$ cat src/rtl/ysyx_23060208_axil_pkg.sv
// Shared definitions for the AXI4-Lite arbiter and the future crossbar:
// FSM state encodings, response codes and a width helper.
package ysyx_23060208_axil_pkg;

  typedef enum logic [1:0] {
    ST_IDLE     = 2'b00,
    ST_GRANT_RD = 2'b01,
    ST_GRANT_WR = 2'b10
  } arb_state_e;

  localparam logic [1:0] RESP_OKAY   = 2'b00;
  localparam logic [1:0] RESP_SLVERR = 2'b10;

  // Index width for n masters; a single master still needs one bit.
  function automatic int unsigned idx_width(input int unsigned n);
    return (n > 1) ? $clog2(n) : 1;
  endfunction

endpackage

$ cat src/rtl/ysyx_23060208_rr_picker.sv
// Combinational round-robin select: the first requester at or after ptr,
// scanning upwards and wrapping modulo NM, wins.
module ysyx_23060208_rr_picker #(
  parameter int unsigned NM = 2,
  parameter int unsigned IW = 1
) (
  input  logic [NM-1:0] req,
  input  logic [IW-1:0] ptr,
  output logic          grant_valid,
  output logic [IW-1:0] grant_idx
);

  localparam logic [IW:0] NM_W = (IW+1)'(NM);

  logic [2*NM-1:0] req_dbl;
  logic [NM-1:0]   req_rot;
  logic [IW:0]     offset;
  logic [IW:0]     sum;

  // Doubling the vector turns the wrapping scan into a plain right shift.
  assign req_dbl = {req, req};
  assign req_rot = NM'(req_dbl >> ptr);

  // Lowest set bit of the rotated vector is the distance from ptr to the winner.
  always_comb begin
    grant_valid = 1'b0;
    offset      = '0;
    for (int k = NM - 1; k >= 0; k--) begin
      if (req_rot[k]) begin
        grant_valid = 1'b1;
        offset      = (IW+1)'(k);
      end
    end
  end

  // Map the distance back to an absolute master index.
  always_comb begin
    sum = {1'b0, ptr} + offset;
    if (sum >= NM_W) begin
      grant_idx = IW'(sum - NM_W);
    end else begin
      grant_idx = sum[IW-1:0];
    end
  end

endmodule

$ cat src/rtl/ysyx_23060208_axil_rr_arbiter.sv
// N-master to 1-slave AXI4-Lite arbiter with round-robin fairness and a
// single outstanding transaction. A grant is released only by the slave
// response handshake (R for reads, B for writes).
//
//   state       | meaning
//   ------------+------------------------------------------------------
//   ST_IDLE     | no transaction; pick the next requester from rr_ptr
//   ST_GRANT_RD | AR/R routed between grant_id and the slave until R hs
//   ST_GRANT_WR | AW/W/B routed between grant_id and the slave until B hs
module ysyx_23060208_axil_rr_arbiter
  import ysyx_23060208_axil_pkg::*;
#(
  parameter int unsigned NM         = 2,
  parameter int unsigned DATA_WIDTH = 32,
  parameter int unsigned ADDR_WIDTH = 32,
  localparam int unsigned SW        = DATA_WIDTH / 8,
  localparam int unsigned IW        = idx_width(NM)
) (
  input  logic                     clk,
  input  logic                     rst,

  input  logic [NM*ADDR_WIDTH-1:0] m_araddr,
  input  logic [NM-1:0]            m_arvalid,
  output logic [NM-1:0]            m_arready,
  output logic [NM*DATA_WIDTH-1:0] m_rdata,
  output logic [NM*2-1:0]          m_rresp,
  output logic [NM-1:0]            m_rvalid,
  input  logic [NM-1:0]            m_rready,
  input  logic [NM*ADDR_WIDTH-1:0] m_awaddr,
  input  logic [NM-1:0]            m_awvalid,
  output logic [NM-1:0]            m_awready,
  input  logic [NM*DATA_WIDTH-1:0] m_wdata,
  input  logic [NM*SW-1:0]         m_wstrb,
  input  logic [NM-1:0]            m_wvalid,
  output logic [NM-1:0]            m_wready,
  output logic [NM*2-1:0]          m_bresp,
  output logic [NM-1:0]            m_bvalid,
  input  logic [NM-1:0]            m_bready,

  output logic [ADDR_WIDTH-1:0]    s_araddr,
  output logic                     s_arvalid,
  input  logic                     s_arready,
  input  logic [DATA_WIDTH-1:0]    s_rdata,
  input  logic [1:0]               s_rresp,
  input  logic                     s_rvalid,
  output logic                     s_rready,
  output logic [ADDR_WIDTH-1:0]    s_awaddr,
  output logic                     s_awvalid,
  input  logic                     s_awready,
  output logic [DATA_WIDTH-1:0]    s_wdata,
  output logic [SW-1:0]            s_wstrb,
  output logic                     s_wvalid,
  input  logic                     s_wready,
  input  logic [1:0]               s_bresp,
  input  logic                     s_bvalid,
  output logic                     s_bready,

  output logic [IW-1:0]            grant_id,
  output logic                     busy
);

  arb_state_e    state_q, state_d;
  logic [IW-1:0] rr_ptr_q, rr_ptr_d;
  logic [IW-1:0] grant_id_q, grant_id_d;

  logic [NM-1:0] req;
  logic          pick_valid;
  logic [IW-1:0] pick_idx;
  logic [IW-1:0] next_ptr;

  assign req = m_arvalid | m_awvalid;

  ysyx_23060208_rr_picker #(
    .NM (NM),
    .IW (IW)
  ) u_picker (
    .req         (req),
    .ptr         (rr_ptr_q),
    .grant_valid (pick_valid),
    .grant_idx   (pick_idx)
  );

  // With a single master this folds to a constant zero.
  assign next_ptr = (grant_id_q == IW'(NM - 1)) ? '0 : grant_id_q + 1'b1;

  // State, pointer and grant registers; reset abandons any transaction.
  always_ff @(posedge clk) begin
    if (rst) begin
      state_q    <= ST_IDLE;
      rr_ptr_q   <= '0;
      grant_id_q <= '0;
    end else begin
      state_q    <= state_d;
      rr_ptr_q   <= rr_ptr_d;
      grant_id_q <= grant_id_d;
    end
  end

  // Arbitrate in IDLE (read wins within a master); release on response handshake.
  always_comb begin
    state_d    = state_q;
    rr_ptr_d   = rr_ptr_q;
    grant_id_d = grant_id_q;
    case (state_q)
      ST_IDLE: begin
        if (pick_valid) begin
          grant_id_d = pick_idx;
          state_d    = m_arvalid[pick_idx] ? ST_GRANT_RD : ST_GRANT_WR;
        end
      end
      ST_GRANT_RD: begin
        if (s_rvalid && s_rready) begin
          state_d  = ST_IDLE;
          rr_ptr_d = next_ptr;
        end
      end
      ST_GRANT_WR: begin
        if (s_bvalid && s_bready) begin
          state_d  = ST_IDLE;
          rr_ptr_d = next_ptr;
        end
      end
      default: state_d = ST_IDLE;
    endcase
  end

  // Route the active channel group between the granted master and the slave;
  // everything else, data included, is held at zero.
  always_comb begin
    m_arready = '0;
    m_rdata   = '0;
    m_rresp   = '0;
    m_rvalid  = '0;
    m_awready = '0;
    m_wready  = '0;
    m_bresp   = '0;
    m_bvalid  = '0;
    s_araddr  = '0;
    s_arvalid = 1'b0;
    s_rready  = 1'b0;
    s_awaddr  = '0;
    s_awvalid = 1'b0;
    s_wdata   = '0;
    s_wstrb   = '0;
    s_wvalid  = 1'b0;
    s_bready  = 1'b0;
    for (int i = 0; i < NM; i++) begin
      if (IW'(i) == grant_id_q) begin
        if (state_q == ST_GRANT_RD) begin
          s_araddr                           = m_araddr[i*ADDR_WIDTH +: ADDR_WIDTH];
          s_arvalid                          = m_arvalid[i];
          s_rready                           = m_rready[i];
          m_arready[i]                       = s_arready;
          m_rdata[i*DATA_WIDTH +: DATA_WIDTH] = s_rdata;
          m_rresp[i*2 +: 2]                  = s_rresp;
          m_rvalid[i]                        = s_rvalid;
        end else if (state_q == ST_GRANT_WR) begin
          s_awaddr          = m_awaddr[i*ADDR_WIDTH +: ADDR_WIDTH];
          s_awvalid         = m_awvalid[i];
          s_wdata           = m_wdata[i*DATA_WIDTH +: DATA_WIDTH];
          s_wstrb           = m_wstrb[i*SW +: SW];
          s_wvalid          = m_wvalid[i];
          s_bready          = m_bready[i];
          m_awready[i]      = s_awready;
          m_wready[i]       = s_wready;
          m_bresp[i*2 +: 2] = s_bresp;
          m_bvalid[i]       = s_bvalid;
        end
      end
    end
  end

  assign grant_id = grant_id_q;
  assign busy     = (state_q != ST_IDLE);

endmodule

$ cat config.mk
export PLATFORM = sky130hd
export DESIGN_NAME = ysyx_23060208_axil_rr_arbiter
export DESIGN_NICKNAME = d
export VERILOG_FILES = /design/src/rtl/ysyx_23060208_axil_pkg.sv /design/src/rtl/ysyx_23060208_rr_picker.sv /design/src/rtl/ysyx_23060208_axil_rr_arbiter.sv
export SDC_FILE = /design/constraint.sdc
export NUM_CORES = 1
export LEC_CHECK = 0
export ABC_AREA = 1
export BUFFER_PORTS_ARGS = -buffer_cell sky130_fd_sc_hd__buf_2
export CELL_PAD_IN_SITES_DETAIL_PLACEMENT = 1
export CELL_PAD_IN_SITES_GLOBAL_PLACEMENT = 2
export CORE_AREA = 2 2 174 176
export CTS_CLUSTER_SIZE = 28
export DETAILED_ROUTE_END_ITERATION = 10
export DIE_AREA = 0 0 176 178
export PLACE_DENSITY = 0.75
export RECOVER_POWER = 50
export SYNTH_ARGS = -nofsm -noshare
export SYNTH_HDL_FRONTEND = slang
export SYNTH_SLANG_ARGS = --single-unit
$ cat constraint.sdc
create_clock -name clk -period 2.3 [get_ports clk]
set_input_delay 0.115 -clock clk [delete_from_list [all_inputs] [get_ports clk]]
set_output_delay 0.115 -clock clk [all_outputs]
set_load 0.02 [all_outputs]
# Yosys cells after proc, flatten, opt, wreduce, memory -nomap -nowiden
# Cells that the tools add are included.
[totals]
regBits = 4
elab_cells = 115
inputBits = 253
output_inout_bits = 189
[op_classes]
shift = 1
n_bitwise = 1
muxes = 92
reduce_logical = 8
magnitude_cmp = 2
eq_ne = 5
addsub = 3
[op_table]
columns = ["cell", "count"]
rows = [
  ["32-bit two-way mux", 19],
  ["1-bit two-way mux", 54],
  ["4-bit two-way mux", 6],
  ["2-bit two-way mux", 11],
  ["2-bit != test (second input constant)", 3],
  ["2-bit case mux with 3 select lines", 1],
  ["3-bit AND reduction", 2],
  ["2-bit nonzero test", 2],
  ["4-bit by 1-bit right shift with 2-bit output", 1],
  ["1-bit by 1-bit adder with 2-bit output", 1],
  ["2-bit by 1-bit equality test with 1-bit output (second input constant)", 1],
  ["2-bit equality test (second input constant)", 1],
  ["2-bit greater-or-equal comparator (second input constant)", 1],
  ["1-bit logical AND", 2],
  ["2-bit logical NOT", 1],
  ["1-bit by 2-bit < comparator with 1-bit output (second input constant)", 1],
  ["2-bit bitwise OR", 1],
  ["1-bit case mux with 2 select lines", 1],
  ["2-bit AND reduction", 1],
  ["1-bit adder (second input constant)", 1],
  ["1-bit subtractor (second input constant)", 1],
]

# Longest topological paths before layout
[logic_depth]
ltp_word = 12
mapped_depth = 9

# Modules after synthesis
# From an unflattened synthesis, not the netlist that was laid out.
[hier_totals]
hier_cells = 535
area_unflattened_um2 = 2627.5
[by_module_without_submodules]
columns = ["module", "cells_each", "n_inst", "area_each_um2", "seq_area_each_um2"]
rows = [
  ["ysyx_23060208_axil_rr_arbiter", 531, 1, 2608.8, 80.1],
  ["ysyx_23060208_rr_picker", 4, 1, 18.8, 0.0],
]

# Worst setup path after synthesis
# No wires, ideal clock.
[synth_path]
path_kind = "register to output"
start = "register grant_id_q (netlist: grant_id)"
end = "output m_rdata[40]"
t_arrival_ps = 1579
n_path_buf = 3
setup_slack_ps = 606
required_time_ps = 2185
stages_incl_launch_ff = 6
cell_sequence = "dfxtp_1 -> buf_4 -> inv_2 -> buf_6 -> buf_6 -> nor3_1"
[synth_via]
elab_chain_cells = 1
[synth_lines]
columns = ["item", "line", "rtl"]
rows = [
  ["start: declaration", "ysyx_23060208_axil_rr_arbiter.sv:64", "logic [IW-1:0] grant_id_q, grant_id_d;"],
  ["start signal: assignment", "ysyx_23060208_axil_rr_arbiter.sv:95", "grant_id_q <= grant_id_d;"],
  ["32-bit two-way mux", "ysyx_23060208_axil_rr_arbiter.sv:148", "if (IW'(i) == grant_id_q) begin"],
  ["end: declaration", "ysyx_23060208_axil_rr_arbiter.sv:25", "output logic [NM*DATA_WIDTH-1:0] m_rdata,"],
]
# No other way between the ends.

# Worst setup path after layout
[layout_path]
start = "register state_q[1]"
end = "output m_rdata[32]"
[layout_via]
elab_chain_cells = 3
[layout_lines]
columns = ["item", "line", "rtl"]
rows = [
  ["start: declaration", "ysyx_23060208_axil_rr_arbiter.sv:62", "arb_state_e state_q, state_d;"],
  ["start signal: assignment", "ysyx_23060208_axil_rr_arbiter.sv:93", "state_q <= state_d;"],
  ["2-bit by 1-bit equality test with 1-bit output", "ysyx_23060208_axil_rr_arbiter.sv:149", "if (state_q == ST_GRANT_RD) begin"],
  ["32-bit two-way mux", "ysyx_23060208_axil_rr_arbiter.sv:149", ""],
  ["32-bit two-way mux", "ysyx_23060208_axil_rr_arbiter.sv:148", ""],
]
# No other way between the ends.

==> reports/results.ini <==
[detailed_routing]
antenna_left = 0
wl_um = 19500
route.detailed.drc = 0
drtIter0Drc = 118
firstDrtPassIters = 4
vias = 5000
vias_per_cell = 3.74
drt-wirelength-per-cell_um = 14.6

[timing]
grt_setup_unrepaired = no
fmax_mhz = 513
worst_slew_pin_slew_ns = 0.613
finalHoldViolCount = 0
post-route-min-period_ns = 1.95
fin_worst_skew_ns = 0.00322
setup_tns_ns = 0
maxSlewHeadroom = 0.592
fin_crit_sh = 0.847
report.final.slew_viol_count = 0
finalSetupViolCount = 0

[final_layout]
fin_area_um2 = 5170
layout.area.seq_um2 = 83.8
multiInputGateArea_um2 = 2040
fin_nets = 1200
final_core_util = 0.176
syn_to_final_growth_pct = 100
finalNonFillerCells = 1337
fill_cells = 3908
layout-drive-gt1-share = 0.443

[job]
maxCapViolCount = 0

[critical_path]
crit_fanout = 28
cp.required_ns = 2.18
critPathLaunchType = register
cp-end-kind = output pin
critPathArrivalTime_ns = 1.83
critical_path_class = register to output pin

[die]
dieWidth_um = 176
rows = 63
die_y_um = 178
dieArea_um2 = 31300
initial_core_util = 0.0878
coreArea_um2 = 29400
pin_count = 442

[synth]
synth_seq_area_share = 0.0310
synth_area_um2 = 2580
avgSynthCellArea_um2 = 4.82
ys_ff_latch = 4
yosysWarnings = 0
synth.distinct_cells = 19
syn_nets = 789
synthCells = 536

[grt]
grt.overflow.total = 0
grt_max_degree = 77
track_usage = 0.113
antenna_found_initial = 2
first_global_vias = 4978
grt_pass1_wl_um = 27700

[clock_tree]
clock-sinks = 4
clk_latency_ns = 0.23
cts_resized = 0
post-cts-setup-buffer-count = 0
cts_made_buffers = 3
cts_hold_buf = 0
clk_pin_slew_ns = 0.03
ctsRootBufferMaster = clkbuf_16
clk_path_buf_depth = 2
cts_tree = yes
ctsHtreeMaxLevel = 1

[place]
io_buffers = 441
gp_congestion = 0.726
placed_area_um2 = 5220
dp.cells = 1332
detailed_place_hpwl_um = 16500

[power_and_ir_drop]
p_per_area_nw_per_um2 = 737
irDropWorstVdd_v = 0.000308
p_leak_nw = 2.90

[worst_hold_path]
hold_path_class = input port to register

[outcome]
status = completed

==> kinds of logic (layout without fill, tap and decap cells) <==
group | after synthesis | count (layout) | synth area share
AND/OR/NAND/NOR | 350 | 350 | 0.640
other | 0 | 1 | 0
flip-flops | 4 | 4 | 0.0310
AO/OA/AOI/OAI | 78 | 78 | 0.151
buffers and inverters | 104 | 514 | 0.178
==> final timing paths <==
| check | start | endpoint | slack, ns | cells past startpoint |
|---|---|---|---|---|
| max | state_q[1] | m_rdata[32] | 0.35 | 5 |
| max reg2reg | state_q[1] | rr_ptr_q | 0.78 | 8 |
| min | rst | grant_id | 0.08 | 2 |
| min reg2reg | state_q[1] | state_q[0] | 0.56 | 3 |
==> final cells by class <==
cell class | instances | share of cell area
antenna | 1 | 0.000484
clock buffer | 4 | 0.0152
inverter | 54 | 0.0401
multi-input combinational | 428 | 0.394
sequential | 4 | 0.0162
tap | 390 | 0.0943
timing repair buffer | 456 | 0.440
==> worst max-delay path, stage by stage (launching register included) <==
cell	delay, ns
dfxtp_1	0.30
inv_1	0.14
nand2_4	0.25
clkbuf_2	0.38
nor3_1	0.31
buf_2	0.23
==> registers in the layout, summed over array words and instances, names as in the netlist <==
name / flops
grant_id: 1
rr_ptr_q: 1
state_q: 2
==> cell usage after synthesis <==
master / instances / area (um2)
nor2_1: 215 / 807
buf_2: 23 / 115
buf_1: 3 / 11.3
inv_1: 52 / 195
clkbuf_1: 18 / 67.6
dfxtp_1: 4 / 80.1
nor3_2: 36 / 360
and3_1: 1 / 6.26
nand2_2: 1 / 6.26
nand3_1: 3 / 15.0
nand2_1: 13 / 48.8
buf_4: 1 / 7.51
nand4_1: 1 / 6.26
inv_2: 2 / 7.51
nor3_1: 79 / 395
o21ai_0: 74 / 370
a21oi_1: 4 / 20.0
nor2_2: 1 / 6.26
buf_6: 5 / 56.3
==> layer usage <==
metal | wire length, um | vias up | global-route usage
met5 | 0 | - | 0
met4 | 168 | 0 | 0.0203
met3 | 1650 | 8 | 0.0249
met1 | 7370 | 2198 | 0.120
met2 | 10300 | 265 | 0.226
li1 | - | 2529 | -
==> report_power, final <==
| group | total, mW | leakage, nW | switching (mW) | internal (mW) |
|---|---|---|---|---|
| Sequential | 0.127 | 0.0338 | 0.0293 | 0.0973 |
| Combinational | 3.41 | 2.83 | 2.44 | 0.965 |
| Clock | 0.282 | 0.0382 | 0.0531 | 0.229 |
| Total | 3.82 | 2.90 | 2.52 | 1.29 |
==> layout by cell type, fill, tap and decap left out, types with 2 or more instances in the layout <==
cell,n
buf_12,5
nand3_1,3
nor3_1,83
nor3_2,32
nand2_1,12
nor2_1,214
inv_1,53
clkbuf_1,79
clkbuf_16,3
dfxtp_1,3
buf_2,364
buf_4,7
a21oi_1,4
o21ai_0,74
clkbuf_2,2
==> per-stage QoR <==
step	total power, mW	worst slack (ns)	hold slack (ns)
final	3.82	0.351	0.0839
after global routing	4.18	0.197	0.0888
after CTS	4.00	0.377	0.0830
after detailed placement	3.70	0.620	0.318
after global placement	3.68	0.631	0.316
after floorplan	2.33	0.606	0.184
(Power assumes the default switching activity.)
